## config.mk

```make
export PLATFORM = sky130hd
export DESIGN_NAME = id_stage
export DESIGN_NICKNAME = d
export VERILOG_FILES = /design/src/rtl/id_stage_pkg.sv /design/src/rtl/id_decode.sv /design/src/rtl/id_stage.sv
export SDC_FILE = /design/constraint.sdc
export NUM_CORES = 1
export LEC_CHECK = 0
export CAP_MARGIN = 20
export CORE_MARGIN = 2
export CORE_UTILIZATION = 25
export CTS_BUF_LIST = sky130_fd_sc_hd__clkbuf_4 sky130_fd_sc_hd__clkbuf_8
export CTS_CLUSTER_SIZE = 10
export DETAILED_ROUTE_END_ITERATION = 8
export SLEW_MARGIN = 20
export SYNTH_ARGS = -nofsm -noshare
export SYNTH_HDL_FRONTEND = slang
export SYNTH_SLANG_ARGS = --single-unit
```

## constraint.sdc

```tcl
create_clock -name clk -period 2.1 [get_ports clk]
set_clock_uncertainty 0.05 [all_clocks]
set_input_delay 0.42 -clock clk [delete_from_list [all_inputs] [get_ports clk]]
set_output_delay 0.42 -clock clk [all_outputs]
set_load 0.01 [all_outputs]
```

## src/rtl/id_stage_pkg.sv

```systemverilog
// Shared encodings for the decode stage: RTL op/type codes, RISC-V opcode groups,
// funct fields and operand-usage helpers.
package id_stage_pkg;

  localparam int RTLOP_W   = 4;
  localparam int RTLTYPE_W = 2;

  // Low three bits mirror funct3 so OP/OP-IMM can pass funct3 straight through.
  typedef enum logic [RTLOP_W-1:0] {
    RTLOP_ADD  = 4'h0,
    RTLOP_SLL  = 4'h1,
    RTLOP_SLT  = 4'h2,
    RTLOP_SLTU = 4'h3,
    RTLOP_XOR  = 4'h4,
    RTLOP_SHR  = 4'h5,
    RTLOP_OR   = 4'h6,
    RTLOP_AND  = 4'h7,
    RTLOP_SAR  = 4'hD
  } rtlop_e;

  typedef enum logic [RTLTYPE_W-1:0] {
    RTLTYPE_ARICH = 2'd0,
    RTLTYPE_MEM   = 2'd1,
    RTLTYPE_CTRL  = 2'd2
  } rtltype_e;

  localparam logic [6:0] INSTRGROUP_OP_IMM = 7'b0010011;
  localparam logic [6:0] INSTRGROUP_OP     = 7'b0110011;
  localparam logic [6:0] INSTRGROUP_LUI    = 7'b0110111;
  localparam logic [6:0] INSTRGROUP_AUIPC  = 7'b0010111;

  localparam logic [2:0] FUNCT3_ADD_SUB = 3'b000;
  localparam logic [2:0] FUNCT3_SLL     = 3'b001;
  localparam logic [2:0] FUNCT3_SRL_SRA = 3'b101;

  localparam logic [6:0] FUNCT7_ZERO = 7'b0000000;
  localparam logic [6:0] FUNCT7_ALT  = 7'b0100000;

  localparam logic [4:0] REG_X0 = 5'd0;

  function automatic logic uses_rs1(input logic [6:0] opcode);
    return (opcode == INSTRGROUP_OP_IMM) || (opcode == INSTRGROUP_OP);
  endfunction

  function automatic logic uses_rs2(input logic [6:0] opcode);
    return (opcode == INSTRGROUP_OP);
  endfunction

endpackage

```

## src/rtl/id_decode.sv

```systemverilog
// Combinational instruction decode: turns an instruction, its pc and resolved
// operands into the ID/EX payload plus an illegal flag.
module id_decode
  import id_stage_pkg::*;
#(
  parameter int XLEN = 32
) (
  input  logic [31:0]          instr_i,
  input  logic [XLEN-1:0]      pc_i,
  input  logic [XLEN-1:0]      rs1_data_i,
  input  logic [XLEN-1:0]      rs2_data_i,
  output logic [RTLOP_W-1:0]   rtlop_o,
  output logic [RTLTYPE_W-1:0] rtltype_o,
  output logic [XLEN-1:0]      src1_o,
  output logic [XLEN-1:0]      src2_o,
  output logic [4:0]           waddr_o,
  output logic                 illegal_o
);

  logic [6:0] opcode;
  logic [6:0] funct7;
  logic [2:0] funct3;
  logic [4:0] rd;
  logic signed [XLEN-1:0] imm_i_s;
  logic signed [XLEN-1:0] imm_u_s;

  assign opcode  = instr_i[6:0];
  assign rd      = instr_i[11:7];
  assign funct3  = instr_i[14:12];
  assign funct7  = instr_i[31:25];
  assign imm_i_s = XLEN'($signed(instr_i[31:20]));
  assign imm_u_s = XLEN'($signed({instr_i[31:12], 12'b0}));

  always_comb begin
    rtlop_o   = RTLOP_ADD;
    rtltype_o = RTLTYPE_ARICH;
    src1_o    = '0;
    src2_o    = '0;
    waddr_o   = '0;
    illegal_o = 1'b0;
    if (instr_i[1:0] != 2'b11) begin
      illegal_o = 1'b1;
    end else begin
      case (opcode)
        INSTRGROUP_OP_IMM: begin
          src1_o  = rs1_data_i;
          src2_o  = imm_i_s;
          rtlop_o = {1'b0, funct3};
          if (funct3 == FUNCT3_SLL) begin
            if (funct7 != FUNCT7_ZERO) illegal_o = 1'b1;
          end else if (funct3 == FUNCT3_SRL_SRA) begin
            if (funct7 == FUNCT7_ALT)       rtlop_o   = RTLOP_SAR;
            else if (funct7 != FUNCT7_ZERO) illegal_o = 1'b1;
          end
        end
        INSTRGROUP_OP: begin
          src1_o  = rs1_data_i;
          src2_o  = rs2_data_i;
          rtlop_o = {1'b0, funct3};
          case (funct3)
            // SUB is issued as ADD of the negated operand.
            FUNCT3_ADD_SUB: begin
              if (funct7 == FUNCT7_ALT)       src2_o    = {XLEN{1'b0}} - rs2_data_i;
              else if (funct7 != FUNCT7_ZERO) illegal_o = 1'b1;
            end
            FUNCT3_SRL_SRA: begin
              if (funct7 == FUNCT7_ALT)       rtlop_o   = RTLOP_SAR;
              else if (funct7 != FUNCT7_ZERO) illegal_o = 1'b1;
            end
            default: begin
              if (funct7 != FUNCT7_ZERO) illegal_o = 1'b1;
            end
          endcase
        end
        INSTRGROUP_LUI: begin
          src1_o = '0;
          src2_o = imm_u_s;
        end
        INSTRGROUP_AUIPC: begin
          src1_o = pc_i;
          src2_o = imm_u_s;
        end
        default: illegal_o = 1'b1;
      endcase
    end

    if (illegal_o) begin
      rtlop_o = RTLOP_ADD;
      src1_o  = '0;
      src2_o  = '0;
      waddr_o = '0;
    end else begin
      waddr_o = rd;
    end
  end

endmodule

```

## src/rtl/id_stage.sv

```systemverilog
// Decode stage: operand forwarding, load-use hazard detection, valid/ready
// handshake and the single registered ID/EX output slot.
module id_stage
  import id_stage_pkg::*;
#(
  parameter int XLEN      = 32,
  parameter int FWD_PORTS = 2
) (
  input  logic                      clk,
  input  logic                      rst_n,
  input  logic                      in_valid,
  output logic                      in_ready,
  input  logic [31:0]               instr_i,
  input  logic [XLEN-1:0]           pc_i,
  output logic [4:0]                gprs_raddr1,
  output logic [4:0]                gprs_raddr2,
  input  logic [XLEN-1:0]           gprs_rdata1_i,
  input  logic [XLEN-1:0]           gprs_rdata2_i,
  input  logic [FWD_PORTS-1:0]      fwd_valid,
  input  logic [5*FWD_PORTS-1:0]    fwd_waddr,
  input  logic [XLEN*FWD_PORTS-1:0] fwd_wdata,
  input  logic                      ex_load_valid,
  input  logic [4:0]                ex_load_rd,
  input  logic                      flush_i,
  output logic                      out_valid,
  input  logic                      out_ready,
  output logic [RTLOP_W-1:0]        out_rtlop,
  output logic [RTLTYPE_W-1:0]      out_rtltype,
  output logic [XLEN-1:0]           out_pc,
  output logic [XLEN-1:0]           out_src1,
  output logic [XLEN-1:0]           out_src2,
  output logic [4:0]                out_waddr,
  output logic                      out_illegal,
  output logic                      error_o
);

  logic [6:0]      opcode;
  logic [4:0]      rs1, rs2;
  logic [XLEN-1:0] op1, op2;
  logic            hazard, slot_free, accept;

  logic [RTLOP_W-1:0]   dec_rtlop;
  logic [RTLTYPE_W-1:0] dec_rtltype;
  logic [XLEN-1:0]      dec_src1, dec_src2;
  logic [4:0]           dec_waddr;
  logic                 dec_illegal;

  logic                 valid_q, valid_d;
  logic                 error_q, error_d;
  logic                 illegal_q, illegal_d;
  logic [RTLOP_W-1:0]   rtlop_q, rtlop_d;
  logic [RTLTYPE_W-1:0] rtltype_q, rtltype_d;
  logic [XLEN-1:0]      pc_q, pc_d, src1_q, src1_d, src2_q, src2_d;
  logic [4:0]           waddr_q, waddr_d;

  assign opcode      = instr_i[6:0];
  assign rs1         = instr_i[19:15];
  assign rs2         = instr_i[24:20];
  assign gprs_raddr1 = rs1;
  assign gprs_raddr2 = rs2;

  // Walk from oldest to youngest so the lowest-index (youngest) match wins.
  always_comb begin
    op1 = (rs1 == REG_X0) ? '0 : gprs_rdata1_i;
    op2 = (rs2 == REG_X0) ? '0 : gprs_rdata2_i;
    for (int i = FWD_PORTS - 1; i >= 0; i--) begin
      if (fwd_valid[i] && fwd_waddr[i*5 +: 5] == rs1 && rs1 != REG_X0)
        op1 = fwd_wdata[i*XLEN +: XLEN];
      if (fwd_valid[i] && fwd_waddr[i*5 +: 5] == rs2 && rs2 != REG_X0)
        op2 = fwd_wdata[i*XLEN +: XLEN];
    end
  end

  assign hazard = ex_load_valid && (ex_load_rd != REG_X0) &&
                  ((uses_rs1(opcode) && rs1 == ex_load_rd) ||
                   (uses_rs2(opcode) && rs2 == ex_load_rd));

  assign slot_free = !valid_q || out_ready;
  assign in_ready  = slot_free && !hazard && !flush_i;
  assign accept    = in_valid && in_ready;

  id_decode #(.XLEN(XLEN)) u_decode (
    .instr_i    (instr_i),
    .pc_i       (pc_i),
    .rs1_data_i (op1),
    .rs2_data_i (op2),
    .rtlop_o    (dec_rtlop),
    .rtltype_o  (dec_rtltype),
    .src1_o     (dec_src1),
    .src2_o     (dec_src2),
    .waddr_o    (dec_waddr),
    .illegal_o  (dec_illegal)
  );

  // A drained slot with nothing accepted becomes a bubble; payload only moves on accept.
  always_comb begin
    valid_d   = valid_q;
    error_d   = error_q || (valid_q && out_ready && illegal_q);
    illegal_d = illegal_q;
    rtlop_d   = rtlop_q;
    rtltype_d = rtltype_q;
    pc_d      = pc_q;
    src1_d    = src1_q;
    src2_d    = src2_q;
    waddr_d   = waddr_q;
    if (flush_i)        valid_d = 1'b0;
    else if (slot_free) valid_d = accept;
    if (accept) begin
      illegal_d = dec_illegal;
      rtlop_d   = dec_rtlop;
      rtltype_d = dec_rtltype;
      pc_d      = pc_i;
      src1_d    = dec_src1;
      src2_d    = dec_src2;
      waddr_d   = dec_waddr;
    end
  end

  always_ff @(posedge clk or negedge rst_n) begin
    if (!rst_n) begin
      valid_q   <= 1'b0;
      error_q   <= 1'b0;
      illegal_q <= 1'b0;
      rtlop_q   <= RTLOP_ADD;
      rtltype_q <= RTLTYPE_ARICH;
      pc_q      <= '0;
      src1_q    <= '0;
      src2_q    <= '0;
      waddr_q   <= '0;
    end else begin
      valid_q   <= valid_d;
      error_q   <= error_d;
      illegal_q <= illegal_d;
      rtlop_q   <= rtlop_d;
      rtltype_q <= rtltype_d;
      pc_q      <= pc_d;
      src1_q    <= src1_d;
      src2_q    <= src2_d;
      waddr_q   <= waddr_d;
    end
  end

  assign out_valid   = valid_q;
  assign error_o     = error_q;
  assign out_illegal = illegal_q;
  assign out_rtlop   = rtlop_q;
  assign out_rtltype = rtltype_q;
  assign out_pc      = pc_q;
  assign out_src1    = src1_q;
  assign out_src2    = src2_q;
  assign out_waddr   = waddr_q;

endmodule

```

==> reports/metrics.yaml, run 1 <==
detail_route.vias_per_cell: 5.23
final_area_mm2: 0.0160
path_max_fanout: 8
violations: "negative hold slack, negative setup slack"
synth-main-ff-cell: "dfrtp_1"
peakVddDrop_mv: 0.400
cts_hold_buf: 0
fin_nets: 1760
cp_top_family: "simple AND/OR/NAND/NOR gates"
cts.sinks: 108
relSlewSlack: 0.553
startpoint: "instr_i[20]"
path_class: "primary input to flip-flop"
wl_per_cell_um: 22.3
cp_cell_sequence: "buf_4, xnor2_2, nand4_1, buf_6, o31ai_2, a21oi_1, a221o_1, and4b_1, buf_6, nand4_1, or4_1, nand3_1"
path_buf_inv: 3
overflow: 0
yosysWarnings: 0
synth_cells: 970
cts_tree: "done"
totalWireLength_um: 43400
worstPathRequired_ns: 2.40
hold_violations: 1
final_common_cell: "clkdlybuf4s50_1"
grt_max_degree: 109
crit_arrival_ns: 2.93
place_congestion: 0.936
p_per_area_mw_per_mm2: 372
synth_edf_count: 0
netlist_area_mm2: 0.00773
outcome: "complete, but fails checks"
drtPass1Iterations: 5
place.port_buffers: 333
vias: 10200
fin_cells: 1946
final.setup.worst_slack_ns: -0.532
period_share: 1.25
fill_cells: 2755
syn_to_final_growth_pct: 107
rsz0062_at_grt: "yes"
dp.cells: 1850
grt_pass1_wl_um: 62900
drive_gt1_frac: 0.403
final_cell_mix: "clkdlybuf4s50_1, buf_4, dfrtp_1"
p_leak_nw: 6.56
max_cap_viol_count: 0
clk_pin_slew_ns: 0.13
grt_pass1_vias: 10200
drv_slew: 0
postSynth.asyncResetShare: 1.00
cts_made_buffers: 9
antenna_found_initial: 0
drtAntennaViolNets: 0
dieHeight_um: 180
finalSetupViolCount: 108
pin_count: 336
hold_slack_ns: -0.00644
start_kind: "primary input"
drc: 0
synth_cell_type_count: 67
ctsHtreeMaxLevel: 3
end_kind: "flip-flop"
fmax_ghz: 0.380
clk_latency_ns: 0.40
synth-seq-cells: 108
worst_pin_slew_ns: 0.670
crit_slowest_cell: "or4_1"
drt_iter0_markers: 725
initial_utilization: 0.253
cts_root_buffer: "clkbuf_8"
gr-usage-all-layers: 0.251
max_stage_delay_ns: 0.43
hold_path.class: "primary input to async pin"
die_x_um: 180
die_area_mm2: 0.0324
rows: 64
avgSynthCellArea_um2: 7.97
ys_seq_area_frac: 0.350
core_area_mm2: 0.0305
cts_buffer_depth: 2
placed_area_mm2: 0.0135
rr_startpoint: "out_valid"
hpwl_um: 30700
min_period_ns: 2.63
## per-stage QoR
stage	power (mW)	worst slack, ns	TNS (ns)	util
2_1_floorplan	3.04	-0.713	-20.70	-
4_1_cts	5.87	-0.510	-28.74	0.502
5_1_grt	6.21	-0.621	-31.20	0.525
6_report	5.96	-0.532	-25.82	0.525
3_5_place_dp	4.25	-1.44	-116.67	0.443
3_3_place_gp	4.23	-1.39	-112.30	0.443
## layout make-up
class	count	area, um^2	share of cell area
Antenna cell	1	2.50	0.000156
Timing Repair Buffer	659	6610	0.412
Tap cell	396	495	0.0309
Clock buffer	9	124	0.00773
Sequential cell	108	2700	0.169
Inverter	7	26.3	0.00164
Multi-Input combinational cell	759	6020	0.375
Clock inverter	7	56.3	0.00351
## state kept, by name (all words and copies together), names as in the netlist
signal / flops
out_pc: 32
out_waddr: 5
error_o: 1
out_illegal: 1
out_src1: 32
out_rtlop: 4
out_src2: 32
out_valid: 1
## cell usage after synthesis, types with 2 or more instances
library cell / count / area (um^2)
inv_1: 7 / 26.3
a21o_1: 2 / 15.0
buf_4: 12 / 90.1
dfrtp_1: 108 / 2700
mux2_2: 32 / 360
nand2_1: 130 / 488
nor2_2: 3 / 18.8
clkbuf_1: 59 / 221
or3_1: 4 / 25.0
and2_1: 3 / 18.8
nor2b_1: 3 / 18.8
xor2_1: 22 / 193
o2111ai_1: 3 / 26.3
a221o_1: 2 / 20.0
buf_1: 8 / 30.0
a31oi_1: 9 / 56.3
o31ai_1: 7 / 52.6
o211ai_1: 6 / 45.0
a2bb2oi_1: 8 / 70.1
a311oi_1: 34 / 298
buf_6: 2 / 22.5
nor4_1: 8 / 50.1
nor3_1: 35 / 175
o21ai_0: 102 / 510
nor2_1: 71 / 267
o221ai_1: 5 / 43.8
a22oi_1: 2 / 15.0
nand3_1: 49 / 245
a21oi_1: 104 / 521
mux2i_1: 20 / 200
a211oi_1: 7 / 52.6
nand2b_1: 2 / 12.5
xnor2_1: 33 / 289
buf_2: 16 / 80.1
nand4_1: 9 / 56.3
a22o_1: 4 / 35.0
a32oi_1: 2 / 17.5
and4_1: 2 / 17.5
or4_1: 4 / 30.0
o21a_1: 4 / 30.0
## cell families (layout without fill, tap and decap cells)
group,Yosys count,after routing,share of synthesized area
compound gates,316,316,0.256
xor+xnor,55,55,0.0623
fa+ha+maj,1,1,0.00162
buf+inv,104,682,0.0608
flops,108,108,0.350
mux,52,52,0.0725
other cells,1,3,0.000485
simple gates,333,333,0.196
## where the power goes
| group | internal (mW) | leakage, nW | total, mW | switching [mW] |
|---|---|---|---|---|
| clock | 0.451 | 0.0895 | 1.32 | 0.874 |
| sequential | 2.19 | 1.43 | 2.26 | 0.0692 |
| combinational | 1.38 | 5.05 | 2.38 | 0.997 |
| total | 4.02 | 6.56 | 5.96 | 1.94 |
## worst paths after layout
kind,cells after the start,end,slack [ns]
max,12,out_src2[27],-0.53
min,2,out_pc[17],-0.006
max reg2reg,8,out_src2[26],0.15
min reg2reg,1,error_o,0.43
max in group asynchronous,2,out_src2[19],1.45
min in group clk,1,error_o,0.43
## timing repair
| action | in CTS | in global routing |
|---|---|---|
| setup buffers | 48 | 27 |
| endpoints found under the hold margin | 0 | 0 |
| setup endpoints to repair | 115 | 108 |
| gates resized for setup | 324 | 163 |
| cloned | 16 | 4 |
| pin swaps | 111 | 76 |
## metal layers
| layer | GRT usage | vias up | wire, um |
|---|---|---|---|
| li1 | - | 4676 | - |
| met3 | 0.0537 | 89 | 2980 |
| met2 | 0.425 | 468 | 20600 |
| met4 | 0.0644 | 0 | 1660 |
| met5 | 0 | - | 0 |
| met1 | 0.324 | 4936 | 18200 |
Note: power is estimated with default switching activity, not from simulation.
==> inputs of run 2 (changes only) <==
Settings changed: SLEW_MARGIN 20 to default.
==> results of run 2 <==
Same layout as run 1: the final DEF is identical, and so are final timing and power.
